==> config.mk <==
export PLATFORM = sky130hd
export DESIGN_NAME = inv_round_flat
export DESIGN_NICKNAME = d
export VERILOG_FILES = /design/src/rtl/inv_round_if.sv /design/src/rtl/inv_round.sv /design/src/flat_wrapper.sv
export SDC_FILE = /design/constraint.sdc
export NUM_CORES = 2
export LEC_CHECK = 0
export ABC_AREA = 1
export CAP_MARGIN = 10
export CORE_ASPECT_RATIO = 0.7
export CORE_UTILIZATION = 35
export DETAILED_ROUTE_END_ITERATION = 10
export PLACE_DENSITY = 0.49
export SYNTH_ARGS = -nofsm -noshare
export SYNTH_HDL_FRONTEND = slang
export SYNTH_SLANG_ARGS = --single-unit
==> constraint.sdc <==
create_clock -name clk -period 5.9 [get_ports clk]
set_input_delay 1.18 -clock clk [delete_from_list [all_inputs] [get_ports clk]]
set_output_delay 1.18 -clock clk [all_outputs]
set_load 0.01 [all_outputs]
==> src/rtl/inv_round_if.sv <==
// inv_round_if: handshake bundle for the AES inverse round.
//   i_Data/i_Key/i_Last/i_Valid : upstream state, round key, final-round flag, offer
//   o_Ready                     : block can accept a new state
//   o_Data/o_Valid              : round result and its valid flag
//   i_Ready                     : downstream accepts o_Data
// master = producer/consumer side (controller), slave = the round block.
interface inv_round_if;
  logic [127:0] i_Data;
  logic [127:0] i_Key;
  logic         i_Last;
  logic         i_Valid;
  logic         o_Ready;
  logic [127:0] o_Data;
  logic         o_Valid;
  logic         i_Ready;

  modport master (
    output i_Data, i_Key, i_Last, i_Valid, i_Ready,
    input  o_Ready, o_Data, o_Valid
  );

  modport slave (
    input  i_Data, i_Key, i_Last, i_Valid, i_Ready,
    output o_Ready, o_Data, o_Valid
  );
endinterface

==> src/rtl/inv_round.sv <==
// inv_round: iterative AES inverse cipher round.
//   InvShiftRows at accept, InvSubBytes one column per cycle (4 S-box lookups),
//   AddRoundKey then InvMixColumns (skipped when the round is flagged last).
// Ports:
//   clk   : rising-edge clock
//   rst_n : asynchronous active-low reset
//   bus   : inv_round_if.slave (state/key/last in, result out, valid/ready both sides)
// Byte k of a 128-bit word is [127-8k -: 8], at row k%4, column k/4.
module inv_round (
  input  logic           clk,
  input  logic           rst_n,
  inv_round_if.slave     bus
);

  typedef enum logic [2:0] {IDLE, SUB0, SUB1, SUB2, SUB3, KEY, DONE} state_t;

  localparam logic [0:255][7:0] INV_SBOX = {
    128'h52096ad53036a538bf40a39e81f3d7fb, 128'h7ce339829b2fff87348e4344c4dee9cb,
    128'h547b9432a6c2233dee4c950b42fac34e, 128'h082ea16628d924b2765ba2496d8bd125,
    128'h72f8f66486689816d4a45ccc5d65b692, 128'h6c704850fdedb9da5e154657a78d9d84,
    128'h90d8ab008cbcd30af7e45805b8b34506, 128'hd02c1e8fca3f0f02c1afbd0301138a6b,
    128'h3a9111414f67dcea97f2cfcef0b4e673, 128'h96ac7422e7ad3585e2f937e81c75df6e,
    128'h47f11a711d29c5896fb7620eaa18be1b, 128'hfc563e4bc6d279209adbc0fe78cd5af4,
    128'h1fdda8338807c731b11210592780ec5f, 128'h60517fa919b54a0d2de57a9f93c99cef,
    128'ha0e03b4dae2af5b0c8ebbb3c83539961, 128'h172b047eba77d626e169146355210c7d
  };

  function automatic logic [7:0] inv_sbox(input logic [7:0] b);
    return INV_SBOX[b];
  endfunction

  function automatic logic [7:0] xtime(input logic [7:0] b);
    return {b[6:0], 1'b0} ^ (b[7] ? 8'h1b : 8'h00);
  endfunction

  // Rows are rotated right by their row number: out[r][c] = in[r][(c-r) mod 4].
  function automatic logic [127:0] inv_shift_rows(input logic [127:0] s);
    logic [127:0] o;
    o = '0;
    for (int unsigned c = 0; c < 4; c++)
      for (int unsigned r = 0; r < 4; r++)
        o[127 - 8*(4*c + r) -: 8] = s[127 - 8*(4*((c + 4 - r) % 4) + r) -: 8];
    return o;
  endfunction

  // Constant multiples built from xtime chains: 09=8+1, 0b=8+2+1, 0d=8+4+1, 0e=8+4+2.
  function automatic logic [31:0] inv_mix_col(input logic [31:0] col);
    logic [7:0] a [4];
    logic [7:0] m2 [4];
    logic [7:0] m4 [4];
    logic [7:0] m8 [4];
    logic [7:0] me [4];
    logic [7:0] mb [4];
    logic [7:0] md [4];
    logic [7:0] m9 [4];
    logic [31:0] o;
    o = '0;
    for (int unsigned i = 0; i < 4; i++) begin
      a[i]  = col[31 - 8*i -: 8];
      m2[i] = xtime(a[i]);
      m4[i] = xtime(m2[i]);
      m8[i] = xtime(m4[i]);
      me[i] = m8[i] ^ m4[i] ^ m2[i];
      mb[i] = m8[i] ^ m2[i] ^ a[i];
      md[i] = m8[i] ^ m4[i] ^ a[i];
      m9[i] = m8[i] ^ a[i];
    end
    for (int unsigned r = 0; r < 4; r++)
      o[31 - 8*r -: 8] = me[2'(r)] ^ mb[2'(r + 1)] ^ md[2'(r + 2)] ^ m9[2'(r + 3)];
    return o;
  endfunction

  state_t       state;
  logic [127:0] st_q;
  logic [127:0] key_q;
  logic         last_q;
  logic [127:0] data_q;
  logic         ready_q;
  logic         valid_q;

  logic [31:0]  col_in;
  logic [31:0]  col_sub;
  logic [127:0] st_sub;
  logic [127:0] x_key;

  // One column per SUB state goes through the four shared S-box lookups.
  always_comb begin
    col_in = '0;
    unique case (state)
      SUB0:    col_in = st_q[127:96];
      SUB1:    col_in = st_q[95:64];
      SUB2:    col_in = st_q[63:32];
      SUB3:    col_in = st_q[31:0];
      default: col_in = '0;
    endcase
    col_sub = '0;
    for (int unsigned i = 0; i < 4; i++)
      col_sub[31 - 8*i -: 8] = inv_sbox(col_in[31 - 8*i -: 8]);
    st_sub = st_q;
    unique case (state)
      SUB0:    st_sub[127:96] = col_sub;
      SUB1:    st_sub[95:64]  = col_sub;
      SUB2:    st_sub[63:32]  = col_sub;
      SUB3:    st_sub[31:0]   = col_sub;
      default: st_sub = st_q;
    endcase
    x_key = st_q ^ key_q;
  end

  always_ff @(posedge clk or negedge rst_n) begin
    if (!rst_n) begin
      state   <= IDLE;
      st_q    <= '0;
      key_q   <= '0;
      last_q  <= 1'b0;
      data_q  <= '0;
      ready_q <= 1'b1;
      valid_q <= 1'b0;
    end else begin
      unique case (state)
        IDLE: if (bus.i_Valid) begin
          st_q    <= inv_shift_rows(bus.i_Data);
          key_q   <= bus.i_Key;
          last_q  <= bus.i_Last;
          ready_q <= 1'b0;
          state   <= SUB0;
        end
        SUB0: begin st_q <= st_sub; state <= SUB1; end
        SUB1: begin st_q <= st_sub; state <= SUB2; end
        SUB2: begin st_q <= st_sub; state <= SUB3; end
        SUB3: begin st_q <= st_sub; state <= KEY;  end
        KEY: begin
          data_q  <= last_q ? x_key
                            : {inv_mix_col(x_key[127:96]), inv_mix_col(x_key[95:64]),
                               inv_mix_col(x_key[63:32]),  inv_mix_col(x_key[31:0])};
          valid_q <= 1'b1;
          state   <= DONE;
        end
        DONE: if (bus.i_Ready) begin
          valid_q <= 1'b0;
          ready_q <= 1'b1;
          state   <= IDLE;
        end
        default: begin
          ready_q <= 1'b1;
          valid_q <= 1'b0;
          state   <= IDLE;
        end
      endcase
    end
  end

  assign bus.o_Ready = ready_q;
  assign bus.o_Valid = valid_q;
  assign bus.o_Data  = data_q;

endmodule
==> src/flat_wrapper.sv <==
// flat-port wrapper written by rule: the top's interface ports become plain ports
module inv_round_flat 
  (clk, rst_n, bus_i_Data, bus_i_Key, bus_i_Last, bus_i_Valid, bus_i_Ready, bus_o_Ready, bus_o_Data, bus_o_Valid);
  inv_round_if bus_i ();
  input  logic clk;
  input  logic rst_n;
  input wire logic [$bits(bus_i.i_Data)-1:0] bus_i_Data;
  input wire logic [$bits(bus_i.i_Key)-1:0] bus_i_Key;
  input wire logic [$bits(bus_i.i_Last)-1:0] bus_i_Last;
  input wire logic [$bits(bus_i.i_Valid)-1:0] bus_i_Valid;
  input wire logic [$bits(bus_i.i_Ready)-1:0] bus_i_Ready;
  output wire logic [$bits(bus_i.o_Ready)-1:0] bus_o_Ready;
  output wire logic [$bits(bus_i.o_Data)-1:0] bus_o_Data;
  output wire logic [$bits(bus_i.o_Valid)-1:0] bus_o_Valid;
  assign bus_i.i_Data = bus_i_Data;
  assign bus_i.i_Key = bus_i_Key;
  assign bus_i.i_Last = bus_i_Last;
  assign bus_i.i_Valid = bus_i_Valid;
  assign bus_i.i_Ready = bus_i_Ready;
  assign bus_o_Ready = bus_i.o_Ready;
  assign bus_o_Data = bus_i.o_Data;
  assign bus_o_Valid = bus_i.o_Valid;
  inv_round u_core (.clk(clk), .rst_n(rst_n), .bus(bus_i));
endmodule
==> qor.yml <==
clock_tree:
  clockBufferDepth: 3
  cts_resized: 0
  cts_tree: "built"
  ctsHoldBuffers: 0
  cts_setup_buffers: 0
  clkLatencyLatePin_ns: 0.65
  clk_transition_reported_paths_ns: 0.06
  cts.sinks: 390
  cts_root_buf: "clkbuf_16"
  numCtsBuffers: 46
  htree_levels: 2
worst_setup_path:
  crit_cells: 15
  cp.buffers_inverters: 2
  endpoint_kind: "flip-flop"
  crit_required_ns: 6.38
  worstSetupPathType: "flip-flop to flip-flop"
  worstPathMaxFanout: 44
  ff2ff_path_depth: 15
  cp_common_cell: "nand2_1"
  cp_top_family: "simple AND/OR/NAND/NOR gates"
  path_cells: "nor2_2 -> nand2_1 -> o21ai_1 -> inv_1 -> nand2_2 -> buf_12 -> nand2_1 -> nor2_1 -> nand2_1 -> nand2_1 -> nand3_1 -> nand3_1 -> nand2_1 -> nand2_1 -> a21boi_1"
  crit_arrival_ns: 5.22
  max_stage_delay_ns: 0.74
  critPathSlowestCell: "nor2_2"
  startpoint_type: "flip-flop"
timing:
  whs_ns: 0.478
  max_slew.worst_pin.slew_ns: 1.10
  slew_headroom_pct: 26.3
  period_share_pct: 80.3
  rsz0062_at_grt: "no"
  final_hold_viol_count: 0
  fin_crit_ns: 4.74
  slew_viol_final: 0
  max_freq_ghz: 0.211
  finClkSkew_ns: 0.0537
  fin_setup_tns_ns: 0
  final-setup-viol-count: 0
layout:
  final_util_pct: 41.5
  drive_gt1_share_pct: 6.94
  multi_input_area_um2: 30600
  layout_common_cells: "nand2_1, nand3_1, inv_1"
  final_common_cell: "nand2_1"
  n_fill_cell: 13500
  fin_cells: 8895
  seqCellArea_um2: 9760
  fin_nets: 7539
  areaGrowthSynthToFinish_pct: 17.2
detailed_routing:
  route.detailed.vias_per_inst: 5.63
  routed-via-count: 50100
  ant_nets: 0
  wire_per_inst_um: 27.5
  drtIter0Drc: 6499
  drc: 0
  wirelength_um: 244000
  first_pass_iters: 7
placement:
  dp_hpwl_um: 192000
  io_buffers: 390
  dp.cells: 8803
  gp_congestion: 1.04
die:
  start_util_pct: 35.4
  ios: 391
  rows: 108
  fp.dieH_um: 298
  die_w_um: 426
  die-area_um2: 127000
  core-area_um2: 124000
global_route:
  grt_max_degree: 126
  grt.met2_usage_pct: 54.9
  gr-usage-met3_pct: 6.18
  antenna_found_initial: 14
  grt.total_usage_pct: 37.4
  grt_overflow: 0
  grt_pass1_vias: 46400
  grt_pass1_wl_um: 347000
  busiest_layer: "met2"
  grt_use_met1_pct: 53.8
yosys:
  yosys_warnings: 0
  syn_area_um2: 44000
  synthCells: 6905
  synthArstFlopShare_pct: 100
  syn_avg_cell_area_um2: 6.37
  synth_edf_count: 0
  syn-num-nets: 7243
  ys_ff_latch: 390
  ys.flop_type: "dfrtp_1"
  yosysSeqAreaShare_pct: 22.2
  synthDistinctLibCells: 51
flow_run:
  cap_viol_max_count: 0
outcome:
  outcome: "completed"
hold_path:
  whs_path_depth: 2
  hold_path_class: "flip-flop to flip-flop"
[stage by stage]
| stage | setup WS (ns) | cell area (µm²) |
|---|---|---|
| after detailed placement | 1.41 | 50000 |
| after global placement | 1.46 | 50000 |
| after CTS | 1.40 | 51500 |
| after floorplan | 2.94 | 44000 |
| after global routing | 1.04 | 51500 |
| final | 1.16 | 51500 |
[tightest hold or removal path: cells and delay by family, from the launching register on]
| family | cells | cell delay [ns] |
|---|---|---|
| flip-flops | 1 | 0.34 |
| AND/OR/NAND/NOR | 2 | 0.10 |
[final timing paths]
path                                       start                    end  slack (ns)
setup / recovery                 u_core.state[1]         u_core.st_q[7]        1.16
hold / removal             u_core.bus.o_Data[38]  u_core.bus.o_Data[38]        0.48
setup reg to reg                 u_core.state[1]         u_core.st_q[7]        1.16
hold reg to reg            u_core.bus.o_Data[38]  u_core.bus.o_Data[38]        0.48
max in group asynchronous                  rst_n  u_core.bus.o_Data[69]        4.02
min in group asynchronous                  rst_n       u_core.key_q[16]        0.57
[final cells by class]
type                    count  share of cell area, %
repair buffers            543                   10.1
diodes                      8                 0.0389
flip-flops and latches    390                   19.0
well taps                1650                   4.01
clock buffers              63                   2.58
clock inverters            21                  0.398
multi-input cells        5599                   59.4
inverters                 621                   4.55
[synthesized netlist by cell type (30+ instances only)]
library cell / n / share of area (%)
a21boi_1: 30 / 0.51
clkbuf_1: 129 / 1.1
mux2_2: 120 / 3.1
o21ai_0: 205 / 2.3
o211ai_1: 70 / 1.2
nor2_1: 216 / 1.8
dfrtp_1: 389 / 22
nand3_1: 1080 / 12
nand4_1: 40 / 0.57
a21oi_1: 302 / 3.4
o21ai_1: 34 / 0.39
nand2_1: 2351 / 20
xnor2_1: 346 / 6.9
xor2_1: 548 / 11
buf_2: 124 / 1.4
ha_1: 77 / 2.2
inv_1: 591 / 5.0
[metal layers]
layer / wire length [µm] / part of all wire, %
met1: 109000 / 44
met2: 103000 / 42
met3: 21800 / 8.9
met4: 11200 / 4.6
met5: 28 / 0.011
[state kept, by name, indices dropped and copies added, names as in the netlist]
register and count:
u_core.bus.o_Data 128, u_core.key_q 128, u_core.st_q 128, u_core.state 3, u_core.bus.o_Ready 1, u_core.bus.o_Valid 1
u_core.last_q 1
[kinds of logic after synthesis]
logic type,Yosys count,synth area share [%]
AO/OA/AOI/OAI,686,8.70
XOR/XNOR,921,18.9
adder cells (fa/ha/maj),77,2.19
buffers and inverters,916,8.33
flip-flops,390,22.2
multiplexers,128,3.28
AND/OR/NAND/NOR,3787,36.4
Power is left out: the tool's default activity adds up to more than one toggle a clock period on the data nets, which glitch-free logic cannot reach.
